===== src/rtl/navibot_pkg.sv =====
// navibot_pkg: command byte codes, RX state encoding and case folding shared by the UART command stage
package navibot_pkg;

    localparam logic [7:0] CMD_FWD   = 8'h46;
    localparam logic [7:0] CMD_LEFT  = 8'h4C;
    localparam logic [7:0] CMD_RIGHT = 8'h52;
    localparam logic [7:0] CMD_STOP  = 8'h53;
    localparam logic [7:0] CMD_FAST  = 8'h48;
    localparam logic [7:0] CMD_SLOW  = 8'h57;

    typedef enum logic [1:0] {IDLE, START, DATA, STOP} rx_state_t;

    function automatic logic [7:0] to_upper(input logic [7:0] c);
        return (c >= 8'h61 && c <= 8'h7A) ? c - 8'h20 : c;
    endfunction

endpackage


===== src/rtl/uart_rx_8n1.sv =====
// uart_rx_8n1: 2-flop synchronised 8N1 receiver; rx_valid/frame_err pulse the cycle after the stop sample
module uart_rx_8n1 import navibot_pkg::*; #(
    parameter int CLKS_PER_BIT = 10
) (
    input  logic       clk_in,
    input  logic       rst,
    input  logic       uart_rx,
    output logic [7:0] rx_byte,
    output logic       rx_valid,
    output logic       frame_err
);

    localparam int HALF = CLKS_PER_BIT / 2;
    localparam int CW   = $clog2(CLKS_PER_BIT);

    logic          s1, s2;
    rx_state_t     state, nxt;
    logic [CW-1:0] cnt;
    logic [2:0]    bitn;
    logic          tick, shift, ok, bad;

    always_ff @(posedge clk_in) begin
        if (rst) begin
            s1 <= 1'b1;
            s2 <= 1'b1;
        end else begin
            s1 <= uart_rx;
            s2 <= s1;
        end
    end

    always_ff @(posedge clk_in) begin
        if (rst) state <= IDLE;
        else     state <= nxt;
    end

    always_comb begin
        nxt = state;
        case (state)
            IDLE:    nxt = s2 ? IDLE : START;
            START:   if (tick) nxt = s2 ? IDLE : DATA;
            DATA:    if (shift && bitn == 3'd7) nxt = STOP;
            STOP:    if (tick) nxt = IDLE;
            default: nxt = IDLE;
        endcase
    end

    // START times out at half a bit so every later sample lands mid-bit
    always_comb begin
        tick  = cnt == CW'(state == START ? HALF - 1 : CLKS_PER_BIT - 1);
        shift = state == DATA && tick;
        ok    = state == STOP && tick && s2;
        bad   = state == STOP && tick && !s2;
    end

    always_ff @(posedge clk_in) begin
        if (rst) begin
            cnt       <= '0;
            bitn      <= 3'd0;
            rx_byte   <= 8'h00;
            rx_valid  <= 1'b0;
            frame_err <= 1'b0;
        end else begin
            cnt       <= (state == IDLE || tick) ? '0 : cnt + 1'b1;
            bitn      <= (state == IDLE) ? 3'd0 : (shift && bitn != 3'd7) ? bitn + 3'd1 : bitn;
            rx_byte   <= shift ? {s2, rx_byte[7:1]} : rx_byte;
            rx_valid  <= ok;
            frame_err <= bad;
        end
    end

endmodule


===== src/rtl/navibot_uart_cmd.sv =====
// navibot_uart_cmd: decodes UART drive commands into registered motor/blinker levels with a silence watchdog
module navibot_uart_cmd import navibot_pkg::*; #(
    parameter int CLK_HZ = 100_000_000,
    parameter int BAUD   = 9600,
    parameter int WDT_MS = 500
) (
    input  logic       clk_in,
    input  logic       rst,
    input  logic       uart_rx,
    output logic [7:0] led,
    output logic       l_mtr_ctrl,
    output logic       r_mtr_ctrl,
    output logic       l_led_en,
    output logic       r_led_en,
    output logic       slow0_fast1,
    output logic       frame_err,
    output logic       wdt_trip
);

    localparam int CPB     = CLK_HZ / BAUD;
    localparam int WDT_CYC = WDT_MS * (CLK_HZ / 1000);
    localparam int WW      = WDT_CYC > 1 ? $clog2(WDT_CYC + 1) : 1;

    logic [7:0]    rx_byte, u;
    logic          rx_valid;
    logic          is_f, is_l, is_r, is_s, is_h, is_w, mov, cmd, expire;
    logic [WW-1:0] wdt;

    uart_rx_8n1 #(.CLKS_PER_BIT(CPB)) u_rx (
        .clk_in    (clk_in),
        .rst       (rst),
        .uart_rx   (uart_rx),
        .rx_byte   (rx_byte),
        .rx_valid  (rx_valid),
        .frame_err (frame_err)
    );

    // expiry is suppressed when a command lands on the same cycle, so the command wins
    always_comb begin
        u      = to_upper(rx_byte);
        is_f   = u == CMD_FWD;
        is_l   = u == CMD_LEFT;
        is_r   = u == CMD_RIGHT;
        is_s   = u == CMD_STOP;
        is_h   = u == CMD_FAST;
        is_w   = u == CMD_SLOW;
        mov    = is_f || is_l || is_r || is_s;
        cmd    = rx_valid && (mov || is_h || is_w);
        expire = WDT_CYC != 0 && !cmd && wdt == WW'(1);
    end

    always_ff @(posedge clk_in) begin
        if (rst) begin
            led                                          <= 8'h00;
            {l_mtr_ctrl, r_mtr_ctrl, l_led_en, r_led_en} <= 4'b0000;
            slow0_fast1                                  <= 1'b0;
            wdt                                          <= WW'(WDT_CYC);
            wdt_trip                                     <= 1'b0;
        end else begin
            led <= rx_valid ? rx_byte : led;
            if (rx_valid && mov)
                {l_mtr_ctrl, r_mtr_ctrl, l_led_en, r_led_en} <= is_f ? 4'b1100 : is_l ? 4'b0110 : is_r ? 4'b1001 : 4'b0000;
            else if (expire)
                {l_mtr_ctrl, r_mtr_ctrl, l_led_en, r_led_en} <= 4'b0000;
            slow0_fast1 <= (rx_valid && is_h) ? 1'b1 : (rx_valid && is_w) ? 1'b0 : slow0_fast1;
            wdt         <= cmd ? WW'(WDT_CYC) : (wdt != '0) ? wdt - 1'b1 : wdt;
            wdt_trip    <= expire;
        end
    end

endmodule


===== config.mk =====
export PLATFORM = sky130hd
export DESIGN_NAME = navibot_uart_cmd
export DESIGN_NICKNAME = d
export VERILOG_FILES = /design/src/rtl/navibot_pkg.sv /design/src/rtl/uart_rx_8n1.sv /design/src/rtl/navibot_uart_cmd.sv
export SDC_FILE = /design/constraint.sdc
export NUM_CORES = 1
export LEC_CHECK = 0
export ABC_AREA = 1
export BUFFER_PORTS_ARGS = -buffer_cell sky130_fd_sc_hd__buf_2
export CORE_MARGIN = 2
export CORE_UTILIZATION = 40
export CTS_CLUSTER_DIAMETER = 200
export CTS_CLUSTER_SIZE = 40
export DETAILED_ROUTE_END_ITERATION = 12
export SLEW_MARGIN = 40
export SYNTH_ARGS = -nofsm -noshare
export SYNTH_HDL_FRONTEND = slang
export SYNTH_HIERARCHICAL = 1
export SYNTH_SLANG_ARGS = --single-unit

===== constraint.sdc =====
create_clock -name clk_in -period 1.63 [get_ports clk_in]
set_input_delay 0.2445 -clock clk_in [delete_from_list [all_inputs] [get_ports clk_in]]
set_output_delay 0.2445 -clock clk_in [all_outputs]
set_load 0.05 [all_outputs]

# Word-level counts from Yosys, hierarchy flattened
# Cells that the tools add are included.
[op_classes] addsub=4 n_mul=0 div=0 n_lt_le_gt_ge=2 eq_ne=16 shifts=0 n_mux=18 n_bitwise=0 reduce_logical=28
[op_table] op="$eq A8 B7 Y1 const B" n=6
[op_table] op="$eq A26 B1 Y1 const B" n=1
[op_table] op="$reduce_bool A26 Y1" n=1
[op_table] op="$sub A26 B1 Y26 const B" n=1
[op_table] op="$add A14 B1 Y14 const B" n=1
[op_table] op="$eq A14 B14 Y1" n=1
[op_table] op="$mux W14" n=1
[op_table] op="$logic_and A1 B1 Y1" n=12
[op_table] op="$mux W4" n=3
[op_table] op="$ge A8 B7 Y1 const B" n=1
[op_table] op="$le A8 B7 Y1 const B" n=1
[op_table] op="$mux W1" n=8
[op_table] op="$mux W2" n=4
[op_table] op="$mux W8" n=1
[op_table] op="$pmux W2 S4" n=1
[op_table] op="$sub A8 B6 Y8 const B" n=1
[op_table] op="$logic_or A1 B1 Y1" n=6
[op_table] op="$ne A2 B1 Y1 const B" n=3
[op_table] op="$reduce_or A2 Y1" n=3
[op_table] op="$eq A2 B2 Y1 const B" n=2
[op_table] op="$reduce_bool A2 Y1" n=2
[op_table] op="$add A3 B1 Y3 const B" n=1
[op_table] op="$eq A3 B3 Y1 const B" n=1
[op_table] op="$ne A3 B3 Y1 const B" n=1
[op_table] op="4 further kinds" n=5
[word_totals] reg_bits=71 latchBits=0 ramBits=0 mem_bits_ro=0 input_bits=3 word_cells=84 mem_count=0

# Longest topological paths before layout
# Gate-level depths: netlist of run 1.
[depth] ltp_word=14 ltp_mapped=15 mapped_depth_nobuf=14

# By module
# The synthesis of run 1 kept the hierarchy.
[modules_own_cells] mod="navibot_uart_cmd" instances=1 cells_per_inst=311 area_per_inst_um2=2157.1 seq_area_each_um2=800.8
[modules_own_cells] mod="uart_rx_8n1" instances=1 cells_per_inst=195 area_per_inst_um2=1505.2 seq_area_each_um2=620.6

# Worst setup path after synthesis of run 1
# OpenSTA, ideal clock, no wires.
[synth_timing] path_kind="register -> register" startpoint="register u_rx.rx_byte[5]" endpoint="register wdt[24]" setup_time_ns=0.117 arrival_time_ns=1.638 required_ns=1.513 slack_ns=-0.125 path_stages_with_launch=14 n_path_buf=1 period_less_slack_ns=1.755 cell_sequence="dfxtp_1 -> inv_1 -> ha_1 -> nor2_1 -> nand2_1 -> nand3_1 -> nand2_1 -> nor2_2 -> o21ai_2 -> nand2_2 -> nand2_4 -> nand4_4 -> buf_6 -> nor2_1"
[synth_via] elab_chain_cells=11 elab_cells_between_ends=18
[synth_lines] element="start: declaration" line_no="uart_rx_8n1.sv:8" rtl="output logic [7:0] rx_byte,"
[synth_lines] element="start signal: assignment" line_no="uart_rx_8n1.sv:66" rtl="rx_byte <= shift ? {s2, rx_byte[7:1]} : rx_byte;"
[synth_lines] element="$ge A8 B7 Y1 or $le A8 B7 Y1 (tied branches)" line_no="navibot_pkg.sv:14" rtl="return (c >= 8'h61 && c <= 8'h7A) ? c - 8'h20 : c;"
[synth_lines] element="$logic_and A1 B1 Y1" line_no="navibot_pkg.sv:14"
[synth_lines] element="$mux W8 *" line_no="navibot_pkg.sv:14"
[synth_lines] element="$eq A8 B7 Y1 (on tied branches)" line_no="navibot_uart_cmd.sv:41, navibot_uart_cmd.sv:42"
[synth_lines] element="$logic_or A1 B1 Y1 (3 in a row)" line_no="navibot_uart_cmd.sv:47" rtl="mov = is_f || is_l || is_r || is_s;"
[synth_lines] element="$logic_or A1 B1 Y1" line_no="navibot_uart_cmd.sv:48" rtl="cmd = rx_valid && (mov || is_h || is_w);"
[synth_lines] element="$logic_or A1 B1 Y1 *" line_no="navibot_uart_cmd.sv:48"
[synth_lines] element="$logic_and A1 B1 Y1 *" line_no="navibot_uart_cmd.sv:48"
[synth_lines] element="$reduce_or A2 Y1 (no source line) *"
[synth_lines] element="end signal: assignment" line_no="navibot_uart_cmd.sv:57" rtl="wdt <= WW'(WDT_CYC);"
[synth_lines] element="end signal: assignment" line_no="navibot_uart_cmd.sv:66" rtl="wdt <= cmd ? WW'(WDT_CYC) : (wdt != '0) ? wdt - 1'b1 : wdt;"
[synth_lines] element="end: declaration" line_no="navibot_uart_cmd.sv:27" rtl="logic [WW-1:0] wdt;"
# Every way passes the cells marked *; elsewhere a longest branch is shown, timed or not.
# A chain may end at the register's enable or synchronous reset.

# Final worst setup path of run 1
[layout_timing] startpoint="register wdt[1]" endpoint="register wdt[14]"
[layout_via] elab_chain_cells=1 elab_cells_between_ends=2
[layout_lines] element="$sub A26 B1 Y26 or $reduce_bool A26 Y1 (tied branches)" line_no="navibot_uart_cmd.sv:66"
# Several ways; a longest one is shown, not always the timed one.

==> out/qor.yml, run 1 <==
sta:
  tightest_slew_ps: 347
  setup_viol: 31
  fin_crit_sh: 1.12
  slew_headroom: 0.767
  post-route-min-period_ps: 1830
  max_freq_ghz: 0.547
  rsz0062_at_grt: "true"
  setup_slack_ps: -199
  drv_slew: 0
  hold_viol: 0
  fin_skew_ps: 14.3
place:
  dpl.hpwl_um: 6070
  placedInstanceArea_um2: 4370
  numPortBuffers: 17
  dpl_worst_slack_ps: -168
  gp_congestion: 0.877
detailed_routing:
  ant_nets: 0
  drt_iter0_drc: 73
  wl_per_cell_um: 11.8
  drtPass1Iterations: 4
  totalWireLength_um: 8520
  route.detailed.drc: 0
  viasPerCell: 4.78
  vias: 3451
cts:
  cts.sinks: 71
  cts_hold_buf: 0
  cts_max_level: 3
  cts_buffer_depth: 2
  cts_tree: "yes"
  cts-root-buf: "clkbuf_8"
  clock_latency_ps: 360
  cts_inserted_buffers: 9
  path_clk_slew_ps: 80
grt:
  antenna_found_initial: 0
  grt_usage: 0.178
  grt_pass1_vias: 3390
  grt_pass1_wl_um: 14500
  gr-total-overflow: 0
  grt_max_degree: 19
logic_synthesis:
  synth-adder-area-share: 0.0205
  synthFlopType: "dfxtp_1"
  ys_seq_elements: 71
  synth_area_um2: 3660
  synthArstFlopShare: 0
  yosys.area_share.simple: 0.380
  ys_warn_count: 6
  synth_nets: 515
  ys_seq_area_frac: 0.388
  syn_inst: 506
  ys_types: 38
  synth_edf_count: 0
  syn_avg_cell_area_um2: 7.24
  synth_top_family_by_area: "simple AND/OR/NAND/NOR gates"
  synthMuxAreaShare: 0
  synth_compound_area_frac: 0.0799
  synth_xor_area_frac: 0.0430
cells_and_area:
  layout_common_cells: "nor2_1 (84), buf_4 (75), nand2_1 (69)"
  drive_gt1_frac: 0.368
  finalCoreUtilization: 0.568
  final_area_um2: 5000
  final_nets: 618
  syn_to_final_growth_pct: 36.5
  diodes: 0
  final_common_cell: "nor2_1"
die:
  coreArea_um2: 8810
  io_pins: 18
  start_util: 0.416
  rows: 34
  die_w_um: 99.7
  die_y_um: 99.7
  die-area_um2: 9940
outcome:
  violations: "negative setup slack"
  status: "finished with violations"
worst_setup_path:
  reg2regPathDepth: 13
  end_kind: "flop"
  r2r-start: "wdt[1]$_SDFFE_PP0P_"
  crit_type: "flop to flop"
  r2r_slack_ps: -200
  worst_setup_path_start_kind: "flop"
  critPathLaunch: "wdt[1]$_SDFFE_PP0P_"
  arrival_ps: 2070
  rr_endpoint: "wdt[14]$_SDFFE_PP1P_"
  crit_fanout: 5
  worstPathRequired_ps: 1870
  worstSetupEndpoint: "wdt[14]$_SDFFE_PP1P_"
job:
  maxCapViolCount: 0
min_path:
  worstHoldStart: "uart_rx"
  worst_hold_path_type: "input pin to flop"
pwr:
  ir_worst_vdd_mv: 0.383
  powerDensity_nw_per_um2: 781
  p_leak_uw: 0.00211
-- worst min path at each step --
stage               depth (start not counted)  slack, ps                 end
floorplan                                   1        350  u_rx/s1$_SDFF_PP1_
global placement                            1        390  u_rx/s2$_SDFF_PP1_
detailed placement                          1        400  u_rx/s2$_SDFF_PP1_
CTS                                         2         60  u_rx/s1$_SDFF_PP1_
global route                                2         60  u_rx/s1$_SDFF_PP1_
finish                                      2         70  u_rx/s1$_SDFF_PP1_
-- synthesized netlist by cell type (2+ instances only) --
| library cell | count | share of area |
|---|---|---|
| inv_1 | 64 | 0.066 |
| nand2_4 | 3 | 0.0092 |
| clkbuf_1 | 3 | 0.0031 |
| ha_1 | 6 | 0.020 |
| xnor2_1 | 8 | 0.019 |
| a21oi_1 | 25 | 0.034 |
| o21ai_0 | 9 | 0.012 |
| dfxtp_1 | 71 | 0.39 |
| nand4_4 | 2 | 0.012 |
| nand4_1 | 10 | 0.017 |
| or2_2 | 4 | 0.0068 |
| nor2_4 | 5 | 0.015 |
| o211ai_1 | 4 | 0.0082 |
| nor3_2 | 3 | 0.0082 |
| nand3_1 | 27 | 0.037 |
| nand2_2 | 10 | 0.017 |
| nor2_2 | 13 | 0.022 |
| nand3_2 | 7 | 0.019 |
| nor2_1 | 105 | 0.11 |
| buf_6 | 3 | 0.0092 |
| inv_2 | 5 | 0.0051 |
| nand2_1 | 73 | 0.075 |
| xor2_1 | 10 | 0.024 |
| o21bai_1 | 9 | 0.018 |
| nor3_1 | 14 | 0.019 |
-- sequential cells by signal, summed over array words and instances (netlist names), named ones only --
name / cells
wdt_trip: 1
u_rx/bitn: 3
u_rx/rx_byte: 8
led: 8
u_rx/state: 1
u_rx/frame_err: 1
u_rx/s2: 1
r_led_en: 1
u_rx/cnt: 14
u_rx/rx_valid: 1
slow0_fast1: 1
wdt: 26
l_mtr_ctrl: 1
r_mtr_ctrl: 1
u_rx/s1: 1
l_led_en: 1
-- final cells by class --
class / count / area (µm²)
inverters: 70 / 275
clock inverters: 6 / 70.1
fillers: 809 / 3810
repair buffers: 99 / 762
multi-input cells: 357 / 2190
flip-flops and latches: 71 / 1430
well taps: 108 / 135
repair inverters: 1 / 8.76
clock buffers: 10 / 128
-- metrics by stage --
step | instances | hold WS [ps] | power (µW) | TNS, ps
6_report | 722 | 69.6 | 3900 | -3310
5_1_grt | 722 | 62.1 | 4100 | -6850
4_1_cts | 715 | 56.0 | 3870 | -3720
3_5_place_dp | 690 | 398 | 2380 | -4320
3_3_place_gp | 690 | 392 | 2370 | -2300
2_1_floorplan | 506 | 348 | 2200 | -793
-- routing by layer --
metal	track usage	vias up	wire length, µm	part of all wire
li1	-	1808	-	-
met1	0.220	1602	3860	0.45
met2	0.307	32	4350	0.51
met3	0.0450	9	205	0.024
met4	0.0548	0	110	0.013
met5	0	-	0	0
-- cells by family after synthesis --
logic type / Yosys count
and+or+nand+nor: 283
AOI/OAI and AO/OA: 50
adders and majority gates: 6
DFF: 71
buffers and inverters: 78
xor gates and xnor gates: 18
-- timing repair --
action                     in CTS  in global routing
pin swaps                      13                 18
setup endpoints to repair      40                 53
cloned                          1                  1
hold endpoints to repair        0                  0
gates resized for setup        35                 43
setup buffers                   8                  7
-- power breakdown --
group / leakage, µW / internal, µW / switching, µW
logic: 0.00144 / 283 / 337
registers: 0.000578 / 1790 / 61.9
clock network: 0.0000891 / 715 / 717
total: 0.00211 / 2790 / 1120
-- worst max-delay path, cell delays in order (launching register included) --
cell and delay, ps:
dfxtp_1 350, inv_2 60, ha_4 160, nand2_2 110, nor2_4 50, nand2_2 80
nor2_4 60, buf_12 120, nor2_4 100, nand3_2 100, nor2_4 200, buf_4 150
xnor2_1 100, nand2_1 60
Note: power is estimated with default switching activity, not from simulation.
==> run 2: changes to the inputs <==
--- a/config.mk
+++ b/config.mk
@@ -12,6 +12,7 @@
 export CTS_CLUSTER_DIAMETER = 200
 export CTS_CLUSTER_SIZE = 40
 export DETAILED_ROUTE_END_ITERATION = 12
+export HOLD_SLACK_MARGIN = 0.1
 export SLEW_MARGIN = 40
 export SYNTH_ARGS = -nofsm -noshare
 export SYNTH_HDL_FRONTEND = slang
==> run 2 against run 1 <==
Against the previous run: the run still ends with negative setup slack left; sequential cell count stayed put; worst hold slack better by 64 ps; core utilization increased by 0.11 points; critical endpoint unchanged.
==> out/qor.yml, run 2 (synthesis gave the netlist of run 1 again) <==
worst_setup_path:
  critPathTopFamily: "simple AND/OR/NAND/NOR gates"
  crit_buf_inv: 3  # unchanged
  critPathLaunch: "wdt[1]$_SDFFE_PP0P_"
  cp_slowest_cell: "dfxtp_1"
  r2r-start: "wdt[1]$_SDFFE_PP0P_"
  crit_type: "flop to flop"
  path_cells: "inv_2 > ha_4 > nand2_2 > nor2_4 > nand2_2 > nor2_4 > buf_12 > nor2_4 > nand3_2 > nor2_4 > buf_4 > xnor2_1 > nand2_1"
  worst_setup_path_start_kind: "flop"
  worstPathRequired_ps: 1870  # about the same
  cpMostUsedCell: "nor2_4"
  crit_fanout: 5  # unchanged
  max_stage_delay_ps: 350  # about the same
  end_kind: "flop"
  arrival_ps: 2070  # about the same
sta:
  hold_viol: 0  # unchanged
  worst_hold_slack_ps: 134  # +64.0 ps
  setup_viol: 31  # unchanged
  tightest_slew_ps: 347  # +0.000119 ps
  drv_slew: 0  # unchanged
  rsz0062_at_grt: "true"
  setup_slack_ps: -197  # +1.34 ps
  fin_skew_ps: 13.7  # -0.548 ps
  max_freq_ghz: 0.547  # about the same
  post-route-min-period_ps: 1830  # -1.34 ps
  fin_crit_sh: 1.12  # about the same
  slew_headroom: 0.767  # unchanged
grt:
  grt_pass1_wl_um: 14500  # +0.19%
  grt_max_degree: 19  # unchanged
  grt-busiest-layer: "met2"
  antenna_found_initial: 0  # unchanged
  gr-usage-met1: 0.220  # unchanged
  grt_usage: 0.179  # +0.000294
  grt_use_met3: 0.0450  # unchanged
  grt_pass1_vias: 3402  # +0.35%
  grt_use_met2: 0.308  # +0.00104
  gr-total-overflow: 0  # unchanged
detailed_routing:
  wl_per_cell_um: 11.8  # about the same
  vias: 3454  # +0.087%
  route.detailed.drc: 0  # unchanged
  drt_iter0_drc: 92  # +26%
  viasPerCell: 4.78  # about the same
  totalWireLength_um: 8530  # about the same
  ant_nets: 0  # unchanged
  drtPass1Iterations: 4  # unchanged
die:
  die_y_um: 99.7  # unchanged
  die-area_um2: 9940  # unchanged
  io_pins: 18  # unchanged
  die_w_um: 99.7  # unchanged
  rows: 34  # unchanged
  start_util: 0.416  # unchanged
  coreArea_um2: 8810  # unchanged
pwr:
  switchingPower_uw: 1110  # -0.18%
  powerDensity_nw_per_um2: 779  # -0.21%
  p_leak_uw: 0.00211  # +0.20%
  clkPwrFrac: 0.366  # about the same
  comb_power_share: 0.159  # about the same
  fin_total_pwr_uw: 3900  # about the same
  switching_share: 0.285  # -0.000495
  ir_worst_vdd_mv: 0.381  # -0.59%
  seq_power_share: 0.475  # about the same
  p_int_uw: 2790  # about the same
cells_and_area:
  finalCoreUtilization: 0.569  # +0.00114
  layout_common_cells: "nor2_1 (84), buf_4 (75), nand2_1 (69)"
  syn_to_final_growth_pct: 36.8
  final_area_um2: 5010  # +0.20%
  largest_register_ffs: 26  # unchanged
  top_register: "wdt"
  drive_gt1_frac: 0.367  # -0.000599
  final_nets: 619  # +0.16%
  diodes: 0  # unchanged
  top_regs: "wdt: 26 flops, u_rx/cnt: 14 flops"
  final_common_cell: "nor2_1"
min_path:
  worst_hold_path_type: "input pin to flop"
  worstHoldStart: "rst"
place:
  gp_congestion: 0.877  # unchanged
  dpl.hpwl_um: 6070  # unchanged
  numPortBuffers: 17  # unchanged
  placedInstanceArea_um2: 4370  # unchanged
cts:
  cts.sinks: 71  # unchanged
  path_clk_slew_ps: 80  # about the same
  cts_buffer_depth: 2  # unchanged
  cts-root-buf: "clkbuf_8"
  cts_inserted_buffers: 9  # unchanged
  cts_tree: "yes"
  clock_latency_ps: 360  # about the same
  cts_max_level: 3  # unchanged
outcome:
  status: "finished with violations"
  violations: "negative setup slack"
job:
  maxCapViolCount: 0  # unchanged
run 2: cell type report:
class	count	area [µm²]
timing repair buffer	100	772
tap	108	135
inverter	70	275
clock buffer	10	128
multi-input combinational	357	2190
clock inverter	6	70.1
fill	808	3800
timing repair inverter	1	8.76
sequential	71	1430
run 2: worst paths after layout:
| path | endpoint | slack (ps) | cells past startpoint |
|---|---|---|---|
| min reg2reg | u_rx/s2$_SDFF_PP1_ | 410 | 1 |
| min | flop | 130 | 2 |
| max reg2reg | wdt[14]$_SDFFE_PP1P_ | -200 | 13 |
| max | wdt[14]$_SDFFE_PP1P_ | -200 | 13 |
run 2: through the flow:
stage / cells / setup TNS (ps) / worst slack, ps
floorplan: 506 / -793 / -42.8
CTS: 716 / -3720 / -171
global route: 723 / -6850 / -305
global placement: 690 / -2300 / -122
finish: 723 / -3310 / -197
detailed placement: 690 / -4320 / -168
run 2: routing by layer:
metal / up-vias / part of all wire
met5: - / 0
met4: 0 / 0.013
met3: 9 / 0.026
met2: 37 / 0.51
met1: 1597 / 0.45
li1: 1811 / -
run 2: power groups by stage:
stage                     sequential, µW  combinational [µW]  clock [µW]
final                               1850                 622        1430
after global placement              1880                 490           0
after global routing                1860                 695        1550
after floorplan                     1870                 333           0
after CTS                           1840                 563        1470
after detailed placement            1880                 498           0
run 2: repair_timing:
item,4_1_cts,5_1_grt
buffers inserted,8,7
pin swaps,13,18
endpoints found under the hold margin,1,0
hold buffers,1,0
gates cloned,1,1
resized for setup,35,43
setup endpoints to repair,40,53
==> run 3: changes to the inputs <==
--- a/config.mk
+++ b/config.mk
@@ -5,13 +5,14 @@
 export SDC_FILE = /design/constraint.sdc
 export NUM_CORES = 1
 export LEC_CHECK = 0
-export ABC_AREA = 1
+export ABC_AREA = 0
 export BUFFER_PORTS_ARGS = -buffer_cell sky130_fd_sc_hd__buf_2
 export CORE_MARGIN = 2
 export CORE_UTILIZATION = 40
 export CTS_CLUSTER_DIAMETER = 200
 export CTS_CLUSTER_SIZE = 40
 export DETAILED_ROUTE_END_ITERATION = 12
+export GPL_TIMING_DRIVEN = 0
 export HOLD_SLACK_MARGIN = 0.1
 export SLEW_MARGIN = 40
 export SYNTH_ARGS = -nofsm -noshare
==> run 3 against run 2 <==
Against the previous run: the flow still finishes with violations (negative setup slack); first-iteration DRC count up 30%; clock power down 4%; cell area down 1.0%; sequential power about the same; sequential share of layout area up 1.0 points; global-route usage about the same; clock skew down 5.8 ps; cell count down 21%; total power down 5.2%; maximum frequency down 7.6%; setup slack worse by 150 ps; critical path depth down 9; largest power group unchanged.
==> out/qor.yml, run 3 <==
min_path:
  worst_hold_path_type: "input pin to flop"
  worstHoldStart: "rst"
  hold_end: "u_rx/s1$_SDFF_PP1_"
  holdPathStages: 2  # unchanged
logic_synthesis:
  synthArstFlopShare: 0  # unchanged
  synthFlopType: "dfxtp_1"
  yosysMostFrequentCell: "dfxtp_1"
  synth_top_area_frac: 0.407  # +0.0191
  synth.cells.most_frequent: "dfxtp_1 (71), nor2_1 (55), xnor2_1 (24), nand3_1 (19), mux2i_1 (17)"
  synth_edf_count: 0  # unchanged
  synth_compound_area_frac: 0.111  # +0.0315
  ys_seq_area_frac: 0.407  # +0.0191
  synth_nets: 383  # -26%
  syn_inst: 374  # -26%
  ys_types: 69  # +82%
  synth_top_family_by_area: "simple AND/OR/NAND/NOR gates"
  synthMuxAreaShare: 0.0487  # +0.0487
  synth.area.top_cells: "dfxtp_1 (41%), xnor2_1 (6.0%), nor2_1 (5.9%), mux2i_1 (4.9%), nand3_1 (2.7%)"
  syn_avg_cell_area_um2: 9.33  # +29%
  synth_area_um2: 3490  # -4.7%
  ys_warn_count: 6  # unchanged
  yosys.area_share.simple: 0.299  # -0.0817
  synth_xor_area_frac: 0.0703  # +0.0272
  synth-adder-area-share: 0.0215  # +0.00101
  ys_seq_elements: 71  # unchanged
  synth_top_cell_by_area: "dfxtp_1"
sta:
  setup_viol: 34  # +9.7%
  post-route-min-period_ps: 1980  # +151 ps
  worst_hold_slack_ps: 302  # +169 ps
  fin_skew_ps: 7.95  # -5.79 ps
  drv_slew: 0  # unchanged
  max_freq_ghz: 0.506  # -7.6%
  tightest_slew_ps: 590  # +243 ps
  setup_slack_ps: -348  # -151 ps
  rsz0062_at_grt: "true"
  hold_viol: 0  # unchanged
  fin_crit_sh: 1.21  # +0.0925
  slew_headroom: 0.607  # -0.160
detailed_routing:
  viasPerCell: 5.40  # +13%
  vias: 3102  # -10%
  route.detailed.drc: 0  # unchanged
  drtPass1Iterations: 4  # unchanged
  ant_nets: 0  # unchanged
  drt_iter0_drc: 120  # +30%
  totalWireLength_um: 8580  # +0.62%
  wl_per_cell_um: 15.0  # +27%
die:
  die-area_um2: 9490  # -4.5%
  rows: 34  # unchanged
  io_pins: 18  # unchanged
  die_y_um: 97.4  # -2.3%
  die_w_um: 97.4  # -2.3%
  start_util: 0.406  # -0.00965
  coreArea_um2: 8590  # -2.4%
job:
  maxCapViolCount: 0  # unchanged
grt:
  gr-total-overflow: 0  # unchanged
  grt_max_degree: 14  # -5
  grt_use_met3: 0.0489  # +0.00395
  gr-usage-met1: 0.231  # +0.0118
  grt_pass1_vias: 2982  # -12%
  antenna_found_initial: 0  # unchanged
  grt_pass1_wl_um: 14000  # -3.8%
  grt-busiest-layer: "met2"
  grt_usage: 0.178  # -0.000295
  grt_use_met2: 0.284  # -0.0233
outcome:
  violations: "negative setup slack"
  status: "finished with violations"
pwr:
  fin_total_pwr_uw: 3700  # -5.2%
  ir_worst_vdd_mv: 0.342  # -10%
  powerDensity_nw_per_um2: 746  # -4.2%
  p_leak_uw: 0.00172  # -19%
cells_and_area:
  layout_common_cells: "nor2_1 (52), dfxtp_1 (51), buf_4 (49)"
  drive_gt1_frac: 0.431  # +0.0639
  syn_to_final_growth_pct: 42.1
  diodes: 0  # unchanged
  largest_register_ffs: 26  # unchanged
  finalCoreUtilization: 0.577  # +0.00826
  top_regs: "wdt: 26 flops, u_rx/cnt: 14 flops"
  final_cells: 574  # -21%
  final_nets: 470  # -24%
  final_common_cell: "nor2_1"
  top_register: "wdt"
place:
  gp_congestion: 0.764  # -13%
  dpl.hpwl_um: 4930  # -19%
  dpl_worst_slack_ps: -454  # -286 ps
  dp.cells: 499  # -28%
  numPortBuffers: 17  # unchanged
worst_setup_path:
  worstPathRequired_ps: 1930  # +60 ps
  r2r-start: "wdt[17]$_SDFFE_PP1P_"
  worst_setup_path_start_kind: "flop"
  crit_type: "flop to flop"
  arrival_ps: 2270  # +200 ps
  cp_slowest_cell: "or4_4"
  reg2regPathDepth: 4  # -9
  critPathTopFamily: "simple AND/OR/NAND/NOR gates"
  path_cells: "or4_4 > or3_4 > or4_1 > nand3_1"
  crit_buf_inv: 0  # -3
  r2r_slack_ps: -350  # -150 ps
  crit_fanout: 8  # +3
  end_kind: "flop"
  rr_endpoint: "wdt[23]$_SDFFE_PP1P_"
  max_stage_delay_ps: 610  # +260 ps
cts:
  cts-root-buf: "clkbuf_8"
  cts_tree: "yes"
  cts_max_level: 3  # unchanged
  path_clk_slew_ps: 80  # about the same
  cts.sinks: 71  # unchanged
  clock_latency_ps: 350  # about the same
  cts_buffer_depth: 2  # unchanged
  cts_inserted_buffers: 9  # unchanged
-- run 3: changes by cell type in the layout (fill, tap and decap cells not counted), sizes merged, moves of 7 or more --
cell	before	now
a21oi	25	11
and4bb	0	7
buf	99	86
clkbuf	10	17
inv	72	11
mux2i	0	17
nand2	86	16
nand3	34	19
nor2	123	55
nor4	1	9
o21bai	9	1
xnor2	8	24
-- run 3: worst register-to-register path: stages, from the launching register on --
cell and delay, ps:
dfxtp_4 340, or4_4 610, or3_4 420, or4_1 470
nand3_1 80
-- run 3: cells by family (layout without fill, tap and decap cells) --
kind of cell / after synthesis / in the layout
AOI/OAI and AO/OA: 52 / 53
xor gates and xnor gates: 28 / 28
adders and majority gates: 6 / 6
buffers and inverters: 29 / 120
DFF: 71 / 71
muxes: 17 / 17
and+or+nand+nor: 171 / 171
-- run 3: layout make-up --
type / instances / area, µm²
clock buffers: 10 / 149
flip-flops and latches: 71 / 1470
clock inverters: 6 / 42.5
repair buffers: 78 / 624
fillers: 725 / 3630
multi-input cells: 275 / 2350
plain buffers: 16 / 149
inverters: 10 / 37.5
well taps: 108 / 135
-- run 3: stage by stage --
step	instance area [µm²]	setup TNS (ps)
after detailed placement	3880	-12670
after floorplan	3660	-5420
after CTS	4670	-7960
final	4960	-7940
after global routing	4960	-11240
after global placement	3880	-11590
-- run 3: metal layers --
layer / part of all wire / vias to the layer above
met5: 0 / -
met4: 0.0091 / 0
met3: 0.033 / 7
met2: 0.48 / 46
met1: 0.48 / 1499
li1: - / 1550
-- run 3: where the power goes --
part	switching (µW)	leakage [µW]	total, µW	internal (µW)
registers	65.3	0.000583	1840	1780
clock network	720	0.0000938	1370	647
logic	257	0.00104	491	234
-- run 3: worst max path at each step --
| stage | start | endpoint | slack (ps) | cells past startpoint |
|---|---|---|---|---|
| after floorplan | wdt[1]$_SDFFE_PP0P_ | wdt[8]$_SDFFE_PP0P_ | -320 | 8 |
| after global placement | wdt[1]$_SDFFE_PP0P_ | wdt[12]$_SDFFE_PP1P_ | -440 | 7 |
| after detailed placement | wdt[1]$_SDFFE_PP0P_ | wdt[12]$_SDFFE_PP1P_ | -450 | 7 |
| after CTS | wdt[19]$_SDFFE_PP1P_ | wdt[23]$_SDFFE_PP1P_ | -340 | 5 |
| after global routing | wdt[17]$_SDFFE_PP1P_ | wdt[0]$_SDFFE_PP0P_ | -420 | 6 |
| final | wdt[17]$_SDFFE_PP1P_ | wdt[23]$_SDFFE_PP1P_ | -350 | 4 |
-- run 3: repair_timing --
item | CTS | global route
setup endpoints to repair | 52 | 53
pin swaps | 32 | 50
hold buffers | 1 | 0
cloned | 3 | 0
gates resized for setup | 56 | 42
setup buffers | 44 | 15
endpoints found under the hold margin | 1 | 0
